===== config.mk =====
export PLATFORM = sky130hd
export DESIGN_NAME = iob2axil
export DESIGN_NICKNAME = d
export VERILOG_FILES = /design/src/rtl/iob2axil.sv
export SDC_FILE = /design/constraint.sdc
export NUM_CORES = 1
export LEC_CHECK = 0
export CORE_MARGIN = 1
export CORE_UTILIZATION = 35
export DETAILED_ROUTE_END_ITERATION = 7
export GPL_TIMING_DRIVEN = 0
export PLACE_DENSITY_LB_ADDON = 0.25
export SETUP_SLACK_MARGIN = 0.2
export SLEW_MARGIN = 10
export SYNTH_ARGS = -nofsm -noshare
export SYNTH_HDL_FRONTEND = slang
export SYNTH_SLANG_ARGS = --single-unit

===== constraint.sdc =====
create_clock -name clk -period 1.51 [get_ports clk]
set_input_delay 0.3775 -clock clk [delete_from_list [all_inputs] [get_ports clk]]
set_output_delay 0.3775 -clock clk [all_outputs]
set_load 0.01 [all_outputs]

===== src/rtl/iob2axil.sv =====
// Native valid/ready request port to AXI4-Lite master bridge.
// One request in flight; all AXI outputs come from captured registers.
module iob2axil #(
  parameter int AXIL_ADDR_W = 32,
  parameter int AXIL_DATA_W = 32
) (
  input  logic                     clk,
  input  logic                     rst_n,
  input  logic                     valid,
  input  logic [AXIL_ADDR_W-1:0]   addr,
  input  logic [AXIL_DATA_W-1:0]   wdata,
  input  logic [AXIL_DATA_W/8-1:0] wstrb,
  output logic [AXIL_DATA_W-1:0]   rdata,
  output logic                     ready,
  output logic [AXIL_ADDR_W-1:0]   m_axil_awaddr,
  output logic                     m_axil_awvalid,
  input  logic                     m_axil_awready,
  output logic [AXIL_DATA_W-1:0]   m_axil_wdata,
  output logic [AXIL_DATA_W/8-1:0] m_axil_wstrb,
  output logic                     m_axil_wvalid,
  input  logic                     m_axil_wready,
  input  logic [1:0]               m_axil_bresp,
  input  logic                     m_axil_bvalid,
  output logic                     m_axil_bready,
  output logic [AXIL_ADDR_W-1:0]   m_axil_araddr,
  output logic                     m_axil_arvalid,
  input  logic                     m_axil_arready,
  input  logic [AXIL_DATA_W-1:0]   m_axil_rdata,
  input  logic [1:0]               m_axil_rresp,
  input  logic                     m_axil_rvalid,
  output logic                     m_axil_rready
);

  typedef enum logic [2:0] {IDLE, WADDR, WRESP, RADDR, RRESP, DONE} state_t;

  state_t                   state;
  logic [AXIL_ADDR_W-1:0]   addr_q;
  logic [AXIL_DATA_W-1:0]   wdata_q;
  logic [AXIL_DATA_W/8-1:0] wstrb_q;
  logic                     aw_done;
  logic                     w_done;
  logic                     unused_resp;

  // Responses complete the request regardless of their error code.
  assign unused_resp = ^{m_axil_bresp, m_axil_rresp};

  assign m_axil_awaddr = addr_q;
  assign m_axil_araddr = addr_q;
  assign m_axil_wdata  = wdata_q;
  assign m_axil_wstrb  = wstrb_q;

  // A channel is finished once its valid has dropped or handshakes this cycle.
  assign aw_done = !m_axil_awvalid || m_axil_awready;
  assign w_done  = !m_axil_wvalid  || m_axil_wready;

  always_ff @(posedge clk or negedge rst_n) begin
    if (!rst_n) begin
      state          <= IDLE;
      addr_q         <= '0;
      wdata_q        <= '0;
      wstrb_q        <= '0;
      rdata          <= '0;
      ready          <= 1'b0;
      m_axil_awvalid <= 1'b0;
      m_axil_wvalid  <= 1'b0;
      m_axil_bready  <= 1'b0;
      m_axil_arvalid <= 1'b0;
      m_axil_rready  <= 1'b0;
    end else begin
      case (state)
        IDLE: begin
          if (valid) begin
            addr_q  <= addr;
            wdata_q <= wdata;
            wstrb_q <= wstrb;
            if (wstrb != '0) begin
              state          <= WADDR;
              m_axil_awvalid <= 1'b1;
              m_axil_wvalid  <= 1'b1;
            end else begin
              state          <= RADDR;
              m_axil_arvalid <= 1'b1;
            end
          end
        end
        WADDR: begin
          if (m_axil_awvalid && m_axil_awready) m_axil_awvalid <= 1'b0;
          if (m_axil_wvalid && m_axil_wready)   m_axil_wvalid  <= 1'b0;
          if (aw_done && w_done) begin
            state         <= WRESP;
            m_axil_bready <= 1'b1;
          end
        end
        WRESP: begin
          if (m_axil_bvalid) begin
            state         <= DONE;
            m_axil_bready <= 1'b0;
            ready         <= 1'b1;
          end
        end
        RADDR: begin
          if (m_axil_arready) begin
            state          <= RRESP;
            m_axil_arvalid <= 1'b0;
            m_axil_rready  <= 1'b1;
          end
        end
        RRESP: begin
          if (m_axil_rvalid) begin
            state         <= DONE;
            rdata         <= m_axil_rdata;
            m_axil_rready <= 1'b0;
            ready         <= 1'b1;
          end
        end
        DONE: begin
          state <= IDLE;
          ready <= 1'b0;
        end
        default: begin
          state <= IDLE;
          ready <= 1'b0;
        end
      endcase
    end
  end

endmodule


==> flow_metrics.py, run 1 <==
metrics = {
    "timing": {
        "rsz0062_at_grt": "yes",
        "finalWorstSetupSlack_ns": -0.0793,
        "worstMarginPinSlew_ns": 0.429,
        "slew_headroom": 0.711,
        "period_needed_ns": 1.59,
        "tns_ns": -3.48,
        "maxSlewViolCount": 0,
        "whs_ns": 0.505,
        "final-hold-violation-count": 0,
        "finClkSkew_ns": 0.0117,
        "fmax_mhz": 629,
        "period_share": 1.05,
        "setup_viol": 89,
    },
    "clock_network": {
        "clk-insertion-delay-late_ns": 0.34,
        "clockBufferDepth": 2,
        "root_buffer": "clkbuf_16",
        "htree_levels": 3,
        "clkTransAtPathRegs_ns": 0.08,
        "cts_sinks": 109,
        "cts_buffers": 9,
        "cts_tree": "built",
    },
    "routing": {
        "wl_met2_mm": 6.37,
        "ant_nets": 0,
        "viasPerCell": 4.48,
        "first_iter_violations": 129,
        "firstDrtPassIters": 4,
        "top_layer_used": "met4",
        "avgRoutedWirePerCell_um": 16.7,
        "wl_mm": 12.8,
        "vias": 3422,
        "drc": 0,
        "routedLengthMet1_mm": 5.25,
        "wl_met3_mm": 1.08,
    },
    "logic_synthesis": {
        "ys_warn_count": 0,
        "synth-xor-area-share": 0,
        "synth_compound_area_frac": 0.0306,
        "syn-cell-area_mm2": 0.00446,
        "synth-seq-area-share": 0.611,
        "synth_fa_ha_area_frac": 0,
        "syn_inst": 296,
        "synthMuxAreaShare": 0.252,
        "synth_top_family_by_area": "multiplexers",
        "synth-edff-count": 0,
        "synthFlopType": "dfrtp_1",
        "avgSynthCellArea_um2": 15.1,
        "synth-simple-area-share": 0.0233,
        "synth-async-reset-ratio": 1.00,
        "synth-seq-cells": 109,
        "synth_fp_nets": 408,
        "ys_types": 28,
    },
    "place": {
        "dpl.hpwl_mm": 8.56,
        "placed_cell_area_mm2": 0.00730,
        "place_ws_ns": -0.511,
        "place.gp.congestion": 0.800,
        "portBuffers": 245,
        "dp.cells": 710,
    },
    "pwr": {
        "power_density_mw_per_mm2": 2180,
        "p_total_mw": 17.5,
        "p_leak_nw": 3.84,
        "ir_drop_uv": 934,
    },
    "final_layout": {
        "fin_cells": 764,
        "multiInputGateArea_mm2": 0.00177,
        "drive_gt1_frac": 0.584,
        "finalInstanceArea_mm2": 0.00805,
        "diodes": 0,
        "layout.nets": 703,
        "fillCellCount": 920,
        "area_growth_pct": 80.4,
        "seqCellArea_mm2": 0.00273,
        "final_util": 0.659,
    },
    "global_route": {
        "grt_overflow": 0,
        "grt_pass1_vias": 3566,
        "grt_start_max_net_pins": 58,
        "antenna_found_initial": 0,
        "track_usage": 0.188,
        "grt_pass1_wl_mm": 19.1,
    },
    "worst_setup_path": {
        "crit_required_ns": 1.73,
        "critPathMaxFanout": 5,
        "crit_type": "register to register",
        "crit_arrival_ns": 1.81,
        "start_kind": "register",
        "worstSetupEndpointType": "register",
        "crit_path_start": "state[1]",
        "r2r_start": "state[1]",
    },
    "floorplanning": {
        "core-area_mm2": 0.0122,
        "chipHeight_um": 115,
        "rows": 40,
        "die_area_mm2": 0.0132,
        "start_util": 0.365,
        "die_x_um": 115,
        "io_pins": 250,
    },
    "hold_path": {
        "hold_class": "register to register",
        "hp-start": "m_axil_wdata[12]",
    },
    "job": {
        "cap_violations": 0,
    },
    "outcome": {
        "violations": "setup timing",
        "status": "complete, but fails checks",
    },
}
-- per-layer routing --
layer	vias up	GRT usage
met5	-	0
met4	0	0.0433
met3	6	0.0648
met2	151	0.324
met1	1679	0.228
li1	1586	-
-- cells in the mapped netlist, types with 2 or more instances --
master,n,share of area
a2bb2oi_1,2,0.0039
buf_6,4,0.010
mux2_1,14,0.035
nand2_1,4,0.0034
dfrtp_1,109,0.61
nor2_1,3,0.0025
inv_1,5,0.0042
mux2_2,86,0.22
nor2b_1,4,0.0056
o21ai_0,4,0.0045
a21oi_1,4,0.0045
a31oi_1,2,0.0028
buf_4,40,0.067
-- cell families (layout without fill, tap and decap cells) --
logic type	after synthesis	count (layout)
buffers and inverters	50	350
muxes	100	100
and+or+nand+nor	17	17
DFF	109	109
AOI/OAI and AO/OA	20	20
-- registers in the layout, summed over array words and instances (netlist names), 3 cells and up --
signal / cells
m_axil_araddr: 32
m_axil_wdata: 32
rdata: 32
m_axil_wstrb: 4
state: 3
-- critical path, stage by stage, from the launching register on --
cell	delay, ns
dfrtp_2	0.43
buf_6	0.13
nor3_4	0.21
buf_6	0.17
buf_12	0.11
buf_12	0.11
mux2_4	0.30
-- cell type report --
cell class                 instances  area share
buffer                            45      0.0737
clock inverter                     5     0.00730
inverter                           5     0.00233
multi-input combinational        137       0.220
timing repair buffer             284       0.300
sequential                       109       0.339
clock buffer                      11      0.0314
tap                              168      0.0261
-- final timing paths --
check / endpoint / slack (ns) / cells past startpoint
worst max-delay path: rdata[20] / -0.08 / 6
worst min-delay path: m_axil_wdata[12] / 0.50 / 1
worst max register to register: rdata[20] / -0.08 / 6
worst min register to register: m_axil_wdata[12] / 0.50 / 1
max in group asynchronous: m_axil_wdata[15] / 0.35 / 3
min in group asynchronous: m_axil_araddr[22] / 0.54 / 2
-- power breakdown --
| group | internal (mW) | switching (mW) |
|---|---|---|
| Clock | 1.38 | 1.06 |
| Combinational | 6.13 | 3.53 |
| Sequential | 4.41 | 1.01 |
-- cell usage in the layout (no fill, tap or decap), drive strengths merged --
master           n
a21boi           1
a21oi            4
a221o            1
a22o             1
a22oi            1
a2bb2oi          2
a31oi            2
a32o             1
and2             1
and2b            1
buf            222
bufinv           1
clkbuf          11
clkdlybuf4s50  105
clkinv           2
clkinvlp         2
dfrtp          109
dlygate4sd2      1
dlygate4sd3      1
inv              5
mux2           100
nand2            4
nand2b           1
nor2             3
nor2b            4
nor3             2
nor4             1
o21a             1
o21ai            4
o22a             1
o22ai            1
-- timing repair --
item / in CTS / in global routing
pin swaps: 1 / 3
endpoints found under the hold margin: 2 / 0
gates resized for setup: 689 / 47
hold buffers: 1 / 0
cloned: 4 / 0
setup buffers: 18 / 15
endpoints found under the setup margin: 245 / 210
Note: power is estimated with default switching activity, not from simulation.
==> inputs of run 2 (changes only) <==
==> constraint.sdc (replaced) <==
create_clock -name clk -period 1.51 [get_ports clk]
set_input_delay 0.2265 -clock clk [delete_from_list [all_inputs] [get_ports clk]]
set_output_delay 0.2265 -clock clk [all_outputs]
set_load 0.01 [all_outputs]
==> run 2 against run 1 <==
The flow still finishes with violations (setup timing). Critical path depth unchanged. Core utilization up 3.9 points. Clock skew down 0.0033 ns. Critical endpoint is now rdata[16]. Cell area up 5.9%. Highest routed layer unchanged. Power up 3.8%. Largest cell class unchanged.
==> flow_metrics.py, run 2 (synthesized netlist as in run 1, its figures left out) <==
metrics = {
    "routing": {
        "first_iter_violations": 121,
        "wl_met2_mm": 6.79,
        "ant_nets": 0,
        "top_layer_used": "met4",
        "firstDrtPassIters": 4,
        "avgRoutedWirePerCell_um": 17.3,
        "vias": 3488,
        "wl_mm": 13.4,
        "drc": 0,
        "viasPerCell": 4.51,
        "wl_met3_mm": 1.12,
        "routedLengthMet1_mm": 5.39,
    },
    "timing": {
        "whs_ns": 0.411,
        "finClkSkew_ns": 0.00837,
        "period_needed_ns": 1.58,
        "slew_headroom": 0.575,
        "worstMarginPinSlew_ns": 0.632,
        "finalWorstSetupSlack_ns": -0.0740,
        "period_share": 1.05,
        "final-hold-violation-count": 0,
        "maxSlewViolCount": 0,
        "tns_ns": -3.69,
        "rsz0062_at_grt": "yes",
        "fmax_mhz": 631,
        "setup_viol": 89,
    },
    "floorplanning": {
        "die_area_mm2": 0.0132,
        "rows": 40,
        "die_x_um": 115,
        "chipHeight_um": 115,
        "start_util": 0.365,
        "core-area_mm2": 0.0122,
        "io_pins": 250,
    },
    "final_layout": {
        "final_common_cell": "dfrtp_1",
        "layout.nets": 713,
        "area_growth_pct": 91.1,
        "fillCellCount": 850,
        "drive_gt1_frac": 0.419,
        "fin_cells": 774,
        "layout_common_cells": "dfrtp_1, clkdlybuf4s50_1, dlygate4sd2_1, mux2_4, buf_6",
        "diodes": 0,
        "final_util": 0.698,
    },
    "job": {
        "cap_violations": 0,
    },
    "worst_setup_path": {
        "worstSetupEndpointType": "register",
        "crit_path_top_delay_cell": "dfrtp_2",
        "crit_chain": "buf_6 > nor3_4 > buf_6 > buf_12 > buf_12 > mux2_4",
        "slowest_delay_ns": 0.43,
        "critPathMaxFanout": 5,
        "crit_arrival_ns": 1.80,
        "crit_required_ns": 1.73,
        "start_kind": "register",
        "crit_type": "register to register",
    },
    "global_route": {
        "track_usage": 0.195,
        "grt_pass1_wl_mm": 19.6,
        "antenna_found_initial": 0,
        "grt_start_max_net_pins": 58,
        "grt_pass1_vias": 3718,
        "grt_overflow": 0,
    },
    "clock_network": {
        "clkTransAtPathRegs_ns": 0.07,
        "clockBufferDepth": 2,
        "htree_levels": 3,
        "cts_buffers": 9,
        "cts_tree": "built",
        "root_buffer": "clkbuf_16",
        "cts_sinks": 109,
        "clk-insertion-delay-late_ns": 0.34,
    },
    "pwr": {
        "ir_drop_uv": 960,
        "p_leak_nw": 4.04,
        "power_density_mw_per_mm2": 2130,
    },
    "place": {
        "portBuffers": 245,
        "place.gp.congestion": 0.800,
        "dp.cells": 710,
        "dpl.hpwl_mm": 8.56,
    },
    "hold_path": {
        "hold_class": "primary input to asynchronous set/reset pin",
    },
    "outcome": {
        "status": "complete, but fails checks",
        "violations": "setup timing",
    },
}
-- run 2: cell types whose count changed in the layout (fill, tap and decap cells not counted), moves of 2 or more --
cell	delta
buf_2	-91
buf_6	-8
clkbuf_16	+3
clkdlybuf4s15_1	+5
dlygate4sd2_1	+100
mux2_1	-2
mux2_2	+3
nor2b_2	-2
nor2b_4	+2
-- run 2: critical path: cells and delay by family (launching register included) --
| kind | cells | cell delay, ns |
|---|---|---|
| flip-flops | 1 | 0.43 |
| buffers and inverters | 4 | 0.52 |
| AND/OR/NAND/NOR | 1 | 0.21 |
| multiplexers | 1 | 0.29 |
-- run 2: final cells by class --
class	instances	area, µm²	area share
buffer	45	554	0.0650
inverter	5	18.8	0.00220
sequential	109	2730	0.320
tap	168	210	0.0247
clock buffer	11	253	0.0296
timing repair buffer	294	2920	0.343
clock inverter	5	58.8	0.00690
multi-input combinational	137	1780	0.209
-- run 2: metal layers --
layer / GRT usage / vias to the layer above
met5: 0 / -
met4: 0.0476 / 0
met3: 0.0685 / 7
li1: - / 1610
met2: 0.343 / 156
met1: 0.226 / 1715
-- run 2: timing repair --
action | 4_1_cts | 5_1_grt
endpoints found under the hold margin | 52 | 0
pin swaps | 2 | 4
endpoints found under the setup margin | 245 | 136
resized for setup | 346 | 66
gates cloned | 4 | 2
buffers inserted | 33 | 8
hold buffers | 1 | 0
-- run 2: worst paths after layout --
kind,from,end,slack [ns],cells past startpoint
min in group clk,m_axil_wready,m_axil_wvalid,0.46,2
worst max-delay path,state[1],rdata[16],-0.07,6
worst min-delay path,rst_n,m_axil_araddr[22],0.41,2
max in group asynchronous,rst_n,m_axil_wdata[19],0.45,3
worst min register to register,m_axil_wdata[12],m_axil_wdata[12],0.50,1
worst max register to register,state[1],rdata[16],-0.07,6
-- run 2: per-stage QoR --
step	total power, mW	setup WS (ns)	area, µm²
finish	18.2	-0.0740	8530
global route	19.2	-0.122	8530
CTS	17.3	-0.0788	8220
detailed placement	14.1	-0.360	7300
global placement	13.9	-4.26	7270
floorplan	9.41	0.0438	4600
-- run 2: report_power, final --
part           leakage [nW]  switching (mW)  internal [mW]
logic                  2.60            3.71           6.68
clock network         0.148            1.06           1.38
registers              1.29           0.943           4.41
total                  4.04            5.71           12.5
==> inputs of run 3 (changes only) <==
- CTS_CLUSTER_SIZE: not set -> 12
==> results of run 3 <==
Final layout, timing and power as in run 2 (identical DEF).
